$ cat src/rtl/disp_msg_sched.sv
// ============================================================================
// Module  : disp_msg_sched
// Brief   : Round-robin scheduler sharing one UART TX byte path between four
//           7-byte message requesters; appends a CR terminator per message.
//           Optional macro DISP_MSG_SCHED_LF_EN appends a line feed after CR.
// Revision: 1.0 - initial release
// ============================================================================
`default_nettype none

module disp_msg_sched #(
  parameter int          NBYTES = 7,
  parameter logic [7:0]  TERM   = 8'h0d
) (
  input  logic                  clk,
  input  logic                  rst,
  input  logic [3:0]            req,
  input  logic [8*NBYTES-1:0]   msg0,
  input  logic [8*NBYTES-1:0]   msg1,
  input  logic [8*NBYTES-1:0]   msg2,
  input  logic [8*NBYTES-1:0]   msg3,
  input  logic                  tx_ready,
  output logic                  tx_valid,
  output logic [7:0]            tx_data,
  output logic [3:0]            gnt,
  output logic [3:0]            done,
  output logic                  busy
);

  localparam int IW = $clog2(NBYTES + 1);

`ifdef DISP_MSG_SCHED_LF_EN
  typedef enum logic [2:0] {
    S_IDLE = 3'd0, S_SEND = 3'd1, S_TERM = 3'd2, S_LF = 3'd3, S_DONE = 3'd4
  } state_t;
`else
  typedef enum logic [2:0] {
    S_IDLE = 3'd0, S_SEND = 3'd1, S_TERM = 3'd2, S_DONE = 3'd4
  } state_t;
`endif

  state_t                state_q;
  logic [8*NBYTES-1:0]   buf_q;
  logic [IW-1:0]         idx_q;
  logic [1:0]            ptr_q;
  logic [1:0]            win_q;
  logic                  tx_valid_q;
  logic [7:0]            tx_data_q;
  logic [3:0]            gnt_q;
  logic [3:0]            done_q;

  logic [1:0]            win_d;
  logic [8*NBYTES-1:0]   msg_d;

  // Scan downward so the requester closest to the pointer overwrites last.
  always_comb begin
    win_d = ptr_q;
    for (int i = 3; i >= 0; i--) begin
      if (req[ptr_q + 2'(i)]) win_d = ptr_q + 2'(i);
    end
  end

  always_comb begin
    msg_d = msg0;
    case (win_d)
      2'd0:    msg_d = msg0;
      2'd1:    msg_d = msg1;
      2'd2:    msg_d = msg2;
      default: msg_d = msg3;
    endcase
  end

  always_ff @(posedge clk) begin
    if (rst) begin
      state_q    <= S_IDLE;
      buf_q      <= '0;
      idx_q      <= '0;
      ptr_q      <= 2'd0;
      win_q      <= 2'd0;
      tx_valid_q <= 1'b0;
      tx_data_q  <= 8'h00;
      gnt_q      <= 4'b0000;
      done_q     <= 4'b0000;
    end else begin
      case (state_q)
        S_IDLE: begin
          done_q <= 4'b0000;
          if (req != 4'b0000) begin
            win_q      <= win_d;
            gnt_q      <= 4'b0001 << win_d;
            buf_q      <= msg_d;
            idx_q      <= '0;
            tx_valid_q <= 1'b1;
            tx_data_q  <= msg_d[7:0];
            state_q    <= S_SEND;
          end
        end
        S_SEND: begin
          // buf_q shifts so the byte after the one on tx_data sits at [15:8]
          if (tx_ready) begin
            if (idx_q == IW'(NBYTES - 1)) begin
              tx_data_q <= TERM;
              state_q   <= S_TERM;
            end else begin
              idx_q     <= idx_q + IW'(1);
              tx_data_q <= buf_q[15:8];
              buf_q     <= buf_q >> 8;
            end
          end
        end
`ifdef DISP_MSG_SCHED_LF_EN
        S_TERM: begin
          if (tx_ready) begin
            tx_data_q <= 8'h0a;
            state_q   <= S_LF;
          end
        end
        S_LF: begin
          if (tx_ready) begin
            tx_valid_q <= 1'b0;
            tx_data_q  <= 8'h00;
            gnt_q      <= 4'b0000;
            done_q     <= 4'b0001 << win_q;
            ptr_q      <= win_q + 2'd1;
            state_q    <= S_DONE;
          end
        end
`else
        S_TERM: begin
          if (tx_ready) begin
            tx_valid_q <= 1'b0;
            tx_data_q  <= 8'h00;
            gnt_q      <= 4'b0000;
            done_q     <= 4'b0001 << win_q;
            ptr_q      <= win_q + 2'd1;
            state_q    <= S_DONE;
          end
        end
`endif
        S_DONE: begin
          done_q  <= 4'b0000;
          state_q <= S_IDLE;
        end
        default: begin
          state_q <= S_IDLE;
        end
      endcase
    end
  end

  assign tx_valid = tx_valid_q;
  assign tx_data  = tx_data_q;
  assign gnt      = gnt_q;
  assign done     = done_q;
  assign busy     = |gnt_q;

endmodule

`default_nettype wire

$ cat config.mk
export PLATFORM = sky130hd
export DESIGN_NAME = disp_msg_sched
export DESIGN_NICKNAME = d
export VERILOG_FILES = /design/src/rtl/disp_msg_sched.sv
export SDC_FILE = /design/constraint.sdc
export NUM_CORES = 1
export LEC_CHECK = 0
export ABC_CLOCK_PERIOD_IN_PS = 2500
export BUFFER_PORTS_ARGS = -buffer_cell sky130_fd_sc_hd__buf_2
export CORE_MARGIN = 2
export CORE_UTILIZATION = 49
export CTS_BUF_LIST = sky130_fd_sc_hd__clkbuf_8
export DETAILED_ROUTE_END_ITERATION = 10
export PLACE_DENSITY = 0.83
export REMOVE_ABC_BUFFERS = 1
export SLEW_MARGIN = 20
export SYNTH_ARGS = -nofsm -noshare
export SYNTH_HDL_FRONTEND = slang
export SYNTH_SLANG_ARGS = --single-unit
$ cat constraint.sdc
create_clock -name clk -period 2.5 [get_ports clk]
set_input_delay 0.5 -clock clk [delete_from_list [all_inputs] [get_ports clk]]
set_output_delay 0.5 -clock clk [all_outputs]
set_load 0.05 [all_outputs]
==> out/qor.txt, run 1 <==
Post-DRT Antenna Nets -> 0
fin crit share -> 88.6%
Core ar. -> 10,900 um^2
Yosys reg bits -> 75
Synth top cells by count -> dfxtp_1 (75), clkbuf_1 (61), o21ai_0 (61)
CTS Buf Count -> 9
htree depth -> 3
Tot Pwr -> 3.93 mW
Final Core Density -> 66.7%
Critical Path Fanout Max -> 19
synth warn -> 0
post-detailed-route via-to-cell ratio -> 6.22
total track usage -> 33.0%
Final Hold Viols -> 0
Worst-path clk slew -> 0.08 ns
Die Ht -> 110 um
die area -> 12,100 um^2
share of cells above drive strength 1 -> 38.7%
initial antenna violation count -> 1
1st-iter DRT viols -> 583
CP Launch Type -> flop
P per Cell Area -> 541 nW/um^2
Cells after Synth -> 704
Arrival @ worst endpoint -> 2.43 ns
crit path capture type -> flop
Primary FF master, synth -> dfxtp_1
post-synth cell types -> 54
1st-pass router iterations -> 5
CTS Root Buffer Type -> clkbuf_8
area delta synth->final -> 31.9%
IO buf count -> 248
nets -> 1,152
Post-route DRC -> 0
Max Slew Vio Count -> 0
Final Wtd Congestion -> 0.915
Post-synth EDFFs -> 0
maxcap violations -> 0
IO Pins -> 249
Hold Path Class -> in2reg
Routed Wire Length -> 19,800 um
Synth top area share -> 27.3%
Leak -> 3.16 nW
critical setup path kind -> reg2reg
Critical Path RT -> 2.71 ns
largest cells by area after synthesis -> dfxtp_1 (27%), a311oi_2 (6.5%), o21ai_0 (5.5%)
setup_tns -> 0 ns
min Tclk post-route -> 2.21 ns
# resized after CTS -> 0
Final Skew -> 0.0132 ns
Post-Syn Area per Cell -> 7.82 um^2
Starting Density -> 50.5%
vias in the first global route -> 6,357
Num Clock Sinks -> 75
Post-CTS Hold Buffers -> 0
largest net degree at the start of global routing -> 53
clock latency on the worst-skew pair -> 0.35 ns
hold slack -> 0.414 ns
status -> completed
Seq/Total Area, Yosys -> 27.3%
wire per inst -> 18.6 um
Post-Layout Inst Area -> 7260 um^2
fmax -> 452 MHz
Synth async-reset ratio -> 0%
Slew HR -> 36.8%
RSZ-0062 raised after global routing -> false
Longest Clk Path Bufs -> 2
Post-CTS Setup Inserts -> 0
Placed Area -> 6990 um^2
hpwl dp -> 14,200 um
Die Width -> 110 um
Row Count -> 38
grt ovf -> 0
final setup fails -> 0
vias after detailed routing -> 6,597
Peak supply drop -> 0.339 mV
most area-hungry cell type in the Yosys netlist -> dfxtp_1
Worst-Margin Slew -> 0.947 ns
most common cell in the synthesized netlist -> dfxtp_1
first-pass GRT wire length -> 31,200 um
CTS tree -> done
Mapped Area -> 5500 um^2
## metrics by stage
| stage | instances | setup slack, ns |
|---|---|---|
| finish | 1061 | 0.286 |
| detailed placement | 1044 | -0.00370 |
| global placement | 1044 | 0.0323 |
| global route | 1060 | 0.116 |
| floorplan | 620 | -2.63 |
| CTS | 1059 | 0.292 |
## flip-flops by register name, indices dropped and copies added, names as in the netlist
register and count:
ptr_q 2, tx_valid 1, win_q 2, gnt 4, tx_data 8, done 4
buf_q 48, idx_q 3, state_q 3
## path summary, 6_finish.rpt
check,cells after the start,from,slack (ns),endpoint
hold reg to reg,1,buf_q[48],0.47,buf_q[48]
setup reg to reg,6,ptr_q[1],0.29,buf_q[12]
setup / recovery,6,ptr_q[1],0.29,buf_q[12]
hold / removal,3,msg2[53],0.41,buf_q[53]
## area by class of cell
type	count	area, um^2
Inverter	6	22.5
Multi-Input combinational cell	539	3640
Antenna cell	2	5.00
Tap cell	140	175
Timing Repair Buffer	284	1650
Clock buffer	10	138
Clock inverter	5	125
Fill cell	939	3630
Sequential cell	75	1500
## cells in the final DEF, fill, tap and decap left out, types with 3 or more instances in the layout
master	synthesis	final
a21oi_1	53	53
or3_1	3	3
a21oi_2	21	21
ha_1	6	6
o22ai_1	12	12
o2bb2ai_1	8	8
mux2i_1	5	5
nand4_1	14	14
dfxtp_1	75	75
buf_12	0	11
o221ai_1	20	20
a221oi_1	28	28
buf_2	12	248
o21ai_0	61	59
a211oi_1	29	29
a311oi_2	24	24
a21o_1	34	34
nand2_1	18	18
nor2b_1	3	3
nor3b_1	3	3
a21boi_0	12	12
bufinv_16	0	4
nand3_1	58	58
inv_1	6	6
o31ai_1	9	9
nor2_1	54	53
clkbuf_8	0	10
buf_4	1	25
a311oi_1	4	4
nor3_1	3	3
and3_1	29	29
## report_power, final
part | total, mW | switching (mW) | internal [mW]
combinational | 1.26 | 0.720 | 0.536
sequential | 1.42 | 0.103 | 1.32
clock | 1.25 | 0.461 | 0.785
## per-layer routing
layer	up-vias	share of wire (%)	track usage, %	wire length, um
met4	0	3.4	16.6	673
met3	53	8.8	6.29	1750
li1	3164	-	-	-
met1	3015	41	40.4	8050
met2	365	47	55.3	9290
met5	-	0	0	0
## worst max-delay path: stages (launching register included)
cell and delay [ns]:
dfxtp_1 0.41, nor3_1 0.11, or4_2 0.72, buf_12 0.20, and3_1 0.16, a211oi_1 0.36, o22ai_1 0.12
## logic make-up (layout without fill, tap and decap cells)
| family | Yosys count | in the layout | share of synthesized area (%) |
|---|---|---|---|
| adders and majority gates | 6 | 6 | 1.36 |
| AOI/OAI and AO/OA | 327 | 327 | 44.6 |
| and+or+nand+nor | 199 | 199 | 18.3 |
| xor gates and xnor gates | 2 | 2 | 0.318 |
| other | 0 | 2 | 0 |
| buffers and inverters | 90 | 305 | 7.16 |
| DFF | 75 | 75 | 27.3 |
| muxes | 5 | 5 | 0.910 |
No activity file was read; power rests on OpenSTA's default activity.
==> run 2: changes to the inputs <==
--- a/config.mk
+++ b/config.mk
@@ -13,6 +13,7 @@
 export DETAILED_ROUTE_END_ITERATION = 10
 export PLACE_DENSITY = 0.83
 export REMOVE_ABC_BUFFERS = 1
+export SETUP_SLACK_MARGIN = 0.3
 export SLEW_MARGIN = 20
 export SYNTH_ARGS = -nofsm -noshare
 export SYNTH_HDL_FRONTEND = slang
==> out/qor.txt, run 2 (synthesis results as in run 1) <==
fmax -> 475 MHz (+5.2%)
most common cell after layout, fill and taps aside -> buf_2
Final Skew -> 0.0134 ns (+0.000207 ns)
initial antenna violation count -> 1 (unchanged)
crit-path max cell delay -> 0.57 ns (-0.15 ns)
1st-iter DRT viols -> 513 (-12%)
die area -> 12,100 um^2 (unchanged)
IO Pins -> 249 (unchanged)
Num Clock Sinks -> 75 (unchanged)
flop-to-flop setup slack -> 0.43 ns (+0.14 ns)
P_sw -> 1.29 mW (+0.29%)
Post-route DRC -> 0 (unchanged)
status -> completed
maxcap violations -> 0 (unchanged)
Core ar. -> 10,900 um^2 (unchanged)
nets -> 1,152 (unchanged)
Peak supply drop -> 0.339 mV (about the same)
area delta synth->final -> 32.2%
combinational share of power -> 32.1% (about the same)
Reg2Reg Depth -> 7 (+1)
Tot Pwr -> 3.93 mW (+0.16%)
hpwl dp -> 14,200 um (unchanged)
crit path capture type -> flop
worst hold start -> msg2[53]
Final Hold Viols -> 0 (unchanged)
Starting Density -> 50.5% (unchanged)
1st-pass router iterations -> 5 (unchanged)
clock latency on the worst-skew pair -> 0.35 ns (about the same)
Placed Area -> 6990 um^2 (unchanged)
Critical Path Fanout Max -> 12 (-7)
Die Ht -> 110 um (unchanged)
post-detailed-route via-to-cell ratio -> 6.24 (+0.40%)
IO buf count -> 248 (unchanged)
total track usage -> 33.1% (about the same)
Post-Layout Inst Area -> 7280 um^2 (+0.22%)
CP cell instances -> buf_2, or4_1, a22o_2, o21ai_4, buf_4, a21oi_1, a311oi_1
most frequent cells in the layout -> buf_2 (248), dfxtp_1 (73), o21ai_0 (59)
final setup fails -> 0 (unchanged)
worst setup path end -> buf_q[21]
htree depth -> 3 (unchanged)
Die Width -> 110 um (unchanged)
Leak -> 3.16 nW (+0.16%)
Final Core Density -> 66.8% (+0.15 points)
CTS Buf Count -> 9 (unchanged)
Largest register FFs -> 48 (unchanged)
Hold Path Class -> in2reg
pre-CTS WS -> -0.00370 ns (unchanged)
Placed Cells incl. Taps -> 1,044 (unchanged)
RR Endpoint -> buf_q[33]
Max Slew Vio Count -> 0 (unchanged)
grt ovf -> 0 (unchanged)
critical path launch point -> req[1]
hold slack -> 0.418 ns (+0.00405 ns)
Slew HR -> 62.8% (+26 points)
Worst Slack Setup Final -> 0.396 ns (+0.110 ns)
Arrival @ worst endpoint -> 2.35 ns (-0.08 ns)
wire per inst -> 18.7 um (+0.23%)
share of cells above drive strength 1 -> 39.1% (+0.33 points)
Biggest register -> buf_q
min Tclk post-route -> 2.10 ns (-0.110 ns)
RSZ-0062 raised after global routing -> false
Longest Clk Path Bufs -> 2 (unchanged)
vias after detailed routing -> 6,617 (+0.30%)
Clock Power Share -> 31.7% (about the same)
post-route insts no fill -> 1,060 (-0.094%)
slowest cell on the critical path -> or4_1
Routed Wire Length -> 19,800 um (+0.14%)
Post-DRT Antenna Nets -> 0 (unchanged)
Row Count -> 38 (unchanged)
fillcell total -> 936 (-0.32%)
Worst-path clk slew -> 0.07 ns (about the same)
Switching Share -> 32.8% (+0.043 points)
Worst-Margin Slew -> 0.552 ns (-0.396 ns)
P per Cell Area -> 541 nW/um^2 (about the same)
first-pass GRT wire length -> 31,200 um (about the same)
fin crit share -> 84.2% (-4.4 points)
setup_tns -> 0 ns (unchanged)
vias in the first global route -> 6,370 (+0.20%)
CP Launch Type -> primary input
Post-CTS Setup Inserts -> 0 (unchanged)
Int Pwr -> 2.65 mW (about the same)
Critical Path RT -> 2.74 ns (+0.03 ns)
CTS tree -> done
Final Wtd Congestion -> 0.915 (unchanged)
RR Startpoint -> ptr_q[1]
Post-CTS Hold Buffers -> 0 (unchanged)
share of total power in sequential cells -> 36.3% (about the same)
CTS Root Buffer Type -> clkbuf_8
critical setup path kind -> in2reg
largest net degree at the start of global routing -> 53 (unchanged)
run 2: cell types whose count changed in the layout (fill, tap and decap cells not counted):
cell,delta
a211oi_2,+1
a211oi_1,-1
or4_4,+1
dfxtp_1,-2
dfxtp_2,+2
nor2_4,+1
nor2_2,-1
or4_2,-1
buf_6,+1
diode_2,-1
buf_4,-1
run 2: what timing repair did:
action / in CTS / in global routing
gates resized for setup: 1 / 5
cloned: 0 / 0
setup endpoints to repair: 1 / 21
run 2: worst max-delay path, delay by kind of cell:
kind	cells	cell delay, ns
compound gates	4	0.86
buf+inv	2	0.41
simple gates	1	0.57
run 2: area by class of cell:
type | count | area, um^2 | area share, %
inverters | 6 | 22.5 | 0.310
clock inverters | 5 | 125 | 1.72
well taps | 140 | 175 | 2.41
multi-input cells | 539 | 3660 | 50.2
diodes | 1 | 2.50 | 0.0344
clock buffers | 10 | 138 | 1.89
repair buffers | 284 | 1650 | 22.7
flip-flops and latches | 75 | 1500 | 20.7
run 2: power groups by stage:
stage                     registers, mW  clock network, mW  logic (mW)
after global placement             1.45                  0        1.23
after global routing               1.44               1.32        1.38
final                              1.43               1.25        1.26
after CTS                          1.42               1.26        1.25
after detailed placement           1.45                  0        1.24
after floorplan                    1.51                  0       0.654
run 2: worst min-delay path by stage:
stage	slack, ns	depth (start not counted)	endpoint
final	0.42	3	buf_q[53]
after floorplan	0.43	1	buf_q[48]
after global placement	0.45	1	buf_q[54]
after global routing	0.43	3	buf_q[48]
after detailed placement	0.45	1	buf_q[48]
after CTS	0.41	3	buf_q[53]
run 2: per-layer routing:
metal | wire, um | global-route usage (%) | share of wire (%)
met5 | 0 | 0 | 0
met4 | 698 | 16.6 | 3.5
met3 | 1750 | 6.29 | 8.8
met2 | 9330 | 55.4 | 47
met1 | 8010 | 40.4 | 40
==> run 3: changes to the inputs <==
--- a/config.mk
+++ b/config.mk
@@ -5,13 +5,14 @@
 export SDC_FILE = /design/constraint.sdc
 export NUM_CORES = 1
 export LEC_CHECK = 0
-export ABC_CLOCK_PERIOD_IN_PS = 2500
+export ABC_AREA = 1
+export ABC_CLOCK_PERIOD_IN_PS = 2000
 export BUFFER_PORTS_ARGS = -buffer_cell sky130_fd_sc_hd__buf_2
 export CORE_MARGIN = 2
 export CORE_UTILIZATION = 49
 export CTS_BUF_LIST = sky130_fd_sc_hd__clkbuf_8
 export DETAILED_ROUTE_END_ITERATION = 10
-export PLACE_DENSITY = 0.83
+export PLACE_DENSITY = 0.84
 export REMOVE_ABC_BUFFERS = 1
 export SETUP_SLACK_MARGIN = 0.3
 export SLEW_MARGIN = 20
==> constraint.sdc (replaced) <==
create_clock -name clk -period 2 [get_ports clk]
set_input_delay 0.4 -clock clk [delete_from_list [all_inputs] [get_ports clk]]
set_output_delay 0.4 -clock clk [all_outputs]
set_load 0.05 [all_outputs]
==> out/qor.txt, run 3 <==
initial antenna violation count -> 0 (-1)
Synth async-reset ratio -> 0% (unchanged)
Largest register FFs -> 48 (unchanged)
Critical Path Fanout Max -> 8 (-4)
Slew HR -> 61.5% (-1.3 points)
min Tclk post-route -> 2.16 ns
Post-synth EDFFs -> 0 (unchanged)
P per Cell Area -> 937 nW/um^2 (+73%)
area delta synth->final -> 45.9%
first-pass GRT wire length -> 29,200 um (-6.3%)
maxcap violations -> 0 (unchanged)
Leak -> 4.01 nW (+27%)
Worst-Margin Slew -> 0.577 ns (+0.0255 ns)
Synth top cells by count -> nand2_1 (275), nand3_1 (121), o21ai_0 (85)
CTS Root Buffer Type -> clkbuf_8
grt ovf -> 0 (unchanged)
failing checks -> negative setup slack
Biggest register -> buf_q
Final Wtd Congestion -> 0.941 (+2.9%)
Worst Slack Setup Final -> -0.158 ns (-0.554 ns)
Max Slew Vio Count -> 0 (unchanged)
fmax -> 463 MHz
Yosys reg bits -> 75 (unchanged)
Longest Clk Path Bufs -> 2 (unchanged)
largest net degree at the start of global routing -> 65 (+23%)
setup_tns -> -3.54 ns (-3.54 ns)
Final Hold Viols -> 0 (unchanged)
Arrival @ worst endpoint -> 2.44 ns (+0.09 ns)
wire per inst -> 14.6 um (-22%)
CTS tree -> done
IO buf count -> 248 (unchanged)
Cells after Synth -> 895 (+27%)
synth warn -> 0 (unchanged)
Row Count -> 37 (-2.6%)
1st-iter DRT viols -> 568 (+11%)
Die Width -> 108 um (-1.8%)
Routed Wire Length -> 18,900 um (-4.6%)
die area -> 11,700 um^2 (-3.6%)
post-synth cell types -> 28 (-48%)
total track usage -> 31.2% (-1.8 points)
clock latency on the worst-skew pair -> 0.35 ns (about the same)
Die Ht -> 108 um (-1.8%)
Worst-path clk slew -> 0.08 ns (about the same)
Final Skew -> 0.0104 ns (-0.00300 ns)
status -> finished with violations
critical setup path kind -> reg2reg
largest cells by area after synthesis -> dfxtp_1 (28%), nand2_1 (19%), nand3_1 (11%)
vias after detailed routing -> 6,917 (+4.5%)
Synth top area share -> 28.3% (+1.1 points)
Post-CTS Hold Buffers -> 0 (unchanged)
Post-DRT Antenna Nets -> 0 (unchanged)
Post-Syn Area per Cell -> 5.92 um^2 (-24%)
most common cell after layout, fill and taps aside -> buf_2
crit path capture type -> flop
most frequent cells in the layout -> buf_2 (247), nand2_1 (241), nand3_1 (111)
ant diodes -> 0 (-1)
Critical Path RT -> 2.28 ns (-0.46 ns)
CTS Buf Count -> 9 (unchanged)
final setup fails -> 56 (+56)
fillcell total -> 861 (-8.0%)
Peak supply drop -> 0.412 mV (+21%)
most area-hungry cell type in the Yosys netlist -> dfxtp_1
nets -> 1,389 (+21%)
fin crit share -> 108%
Primary FF master, synth -> dfxtp_1
htree depth -> 3 (unchanged)
Hold Path Class -> in2reg
share of cells above drive strength 1 -> 34.1% (-5.0 points)
Post-route DRC -> 0 (unchanged)
Core ar. -> 10,400 um^2 (-4.3%)
post-detailed-route via-to-cell ratio -> 5.35 (-14%)
Seq/Total Area, Yosys -> 28.3% (+1.1 points)
Mapped Area -> 5300 um^2 (-3.7%)
most common cell in the synthesized netlist -> nand2_1
vias in the first global route -> 6,291 (-1.2%)
RSZ-0062 raised after global routing -> true
Starting Density -> 50.9% (+0.33 points)
hpwl dp -> 12,600 um (-11%)
IO Pins -> 249 (unchanged)
Num Clock Sinks -> 75 (unchanged)
Final Core Density -> 74.2% (+7.4 points)
CP Launch Type -> flop
1st-pass router iterations -> 6 (+1)
-- run 3: cell count changes after synthesis, sizes merged, moves of 28 or more --
cell    delta
nand2    +258
a221oi    -28
o21ai     +34
and3      -29
a311oi    -28
a21o      -34
nand3     +63
nor2      -33
inv       +78
-- run 3: cells by family after synthesis --
group                    synth area share, %
AND/OR/NAND/NOR                         36.4
adder cells (fa/ha/maj)                 1.42
buffers and inverters                   11.9
flip-flops                              28.3
AO/OA/AOI/OAI                           21.9
-- run 3: worst max-delay path, cell delays in order (launching register included) --
cell and delay [ns]:
dfxtp_4 0.40, inv_8 0.10, nand2_2 0.09, nand3_2 0.10, nand2_2 0.06, inv_2 0.05, nand2_2 0.05, nand2_2 0.08
nand2_2 0.06, nand2_2 0.10, nand2_4 0.07, buf_6 0.12, nor2_4 0.21, buf_6 0.13, buf_6 0.10, nand2_1 0.06
nand2_1 0.07, o21bai_1 0.09, a21oi_1 0.13
-- run 3: per-stage QoR --
step           worst slack [ns]  std cells  cell area, um^2  hold WS [ns]  total power [mW]
2_1_floorplan             -2.21        828             4980         0.436              4.15
5_1_grt                  -0.271       1293             7730         0.410              7.77
3_5_place_dp             -0.180       1254             6850         0.437              5.44
3_3_place_gp             -0.136       1254             6850         0.431              5.39
4_1_cts                  0.0331       1288             7470         0.373              7.00
6_report                 -0.158       1293             7730         0.394              7.24
-- run 3: cell type report --
cell class / instances / area [um^2] / area share, %
clock buffers: 10 / 138 / 1.78
clock inverters: 6 / 81.3 / 1.05
inverters: 84 / 333 / 4.30
multi-input cells: 669 / 3400 / 44.0
flip-flops and latches: 75 / 1510 / 19.6
well taps: 136 / 170 / 2.20
repair buffers: 313 / 2090 / 27.1
-- run 3: final timing paths --
check	from	to	slack, ns	cells past startpoint
worst min-delay path	tx_ready	state_q[1]	0.39	4
worst max register to register	ptr_q[0]	buf_q[26]	-0.16	18
worst max-delay path	ptr_q[0]	buf_q[26]	-0.16	18
worst min register to register	done[3]	done[3]	0.44	2
-- run 3: report_power, final --
part	switching [mW]	leakage (nW)	internal, mW
Sequential	0.196	0.621	1.84
Combinational	2.27	3.27	1.65
Clock	0.556	0.119	0.728
Total	3.02	4.01	4.22
-- run 3: metal layers --
layer / vias up / track usage [%] / part of all wire (%)
met3: 53 / 4.10 / 7.9
met4: 0 / 13.3 / 3.1
met5: - / 0 / 0
met1: 3036 / 40.9 / 42
met2: 351 / 51.7 / 47
li1: 3477 / - / -
-- run 3: repair_timing --
item	in CTS	in global routing
endpoints found under the setup margin	64	64
cloned	6	1
gates resized for setup	43	66
setup buffers	12	4
pin swaps	5	30
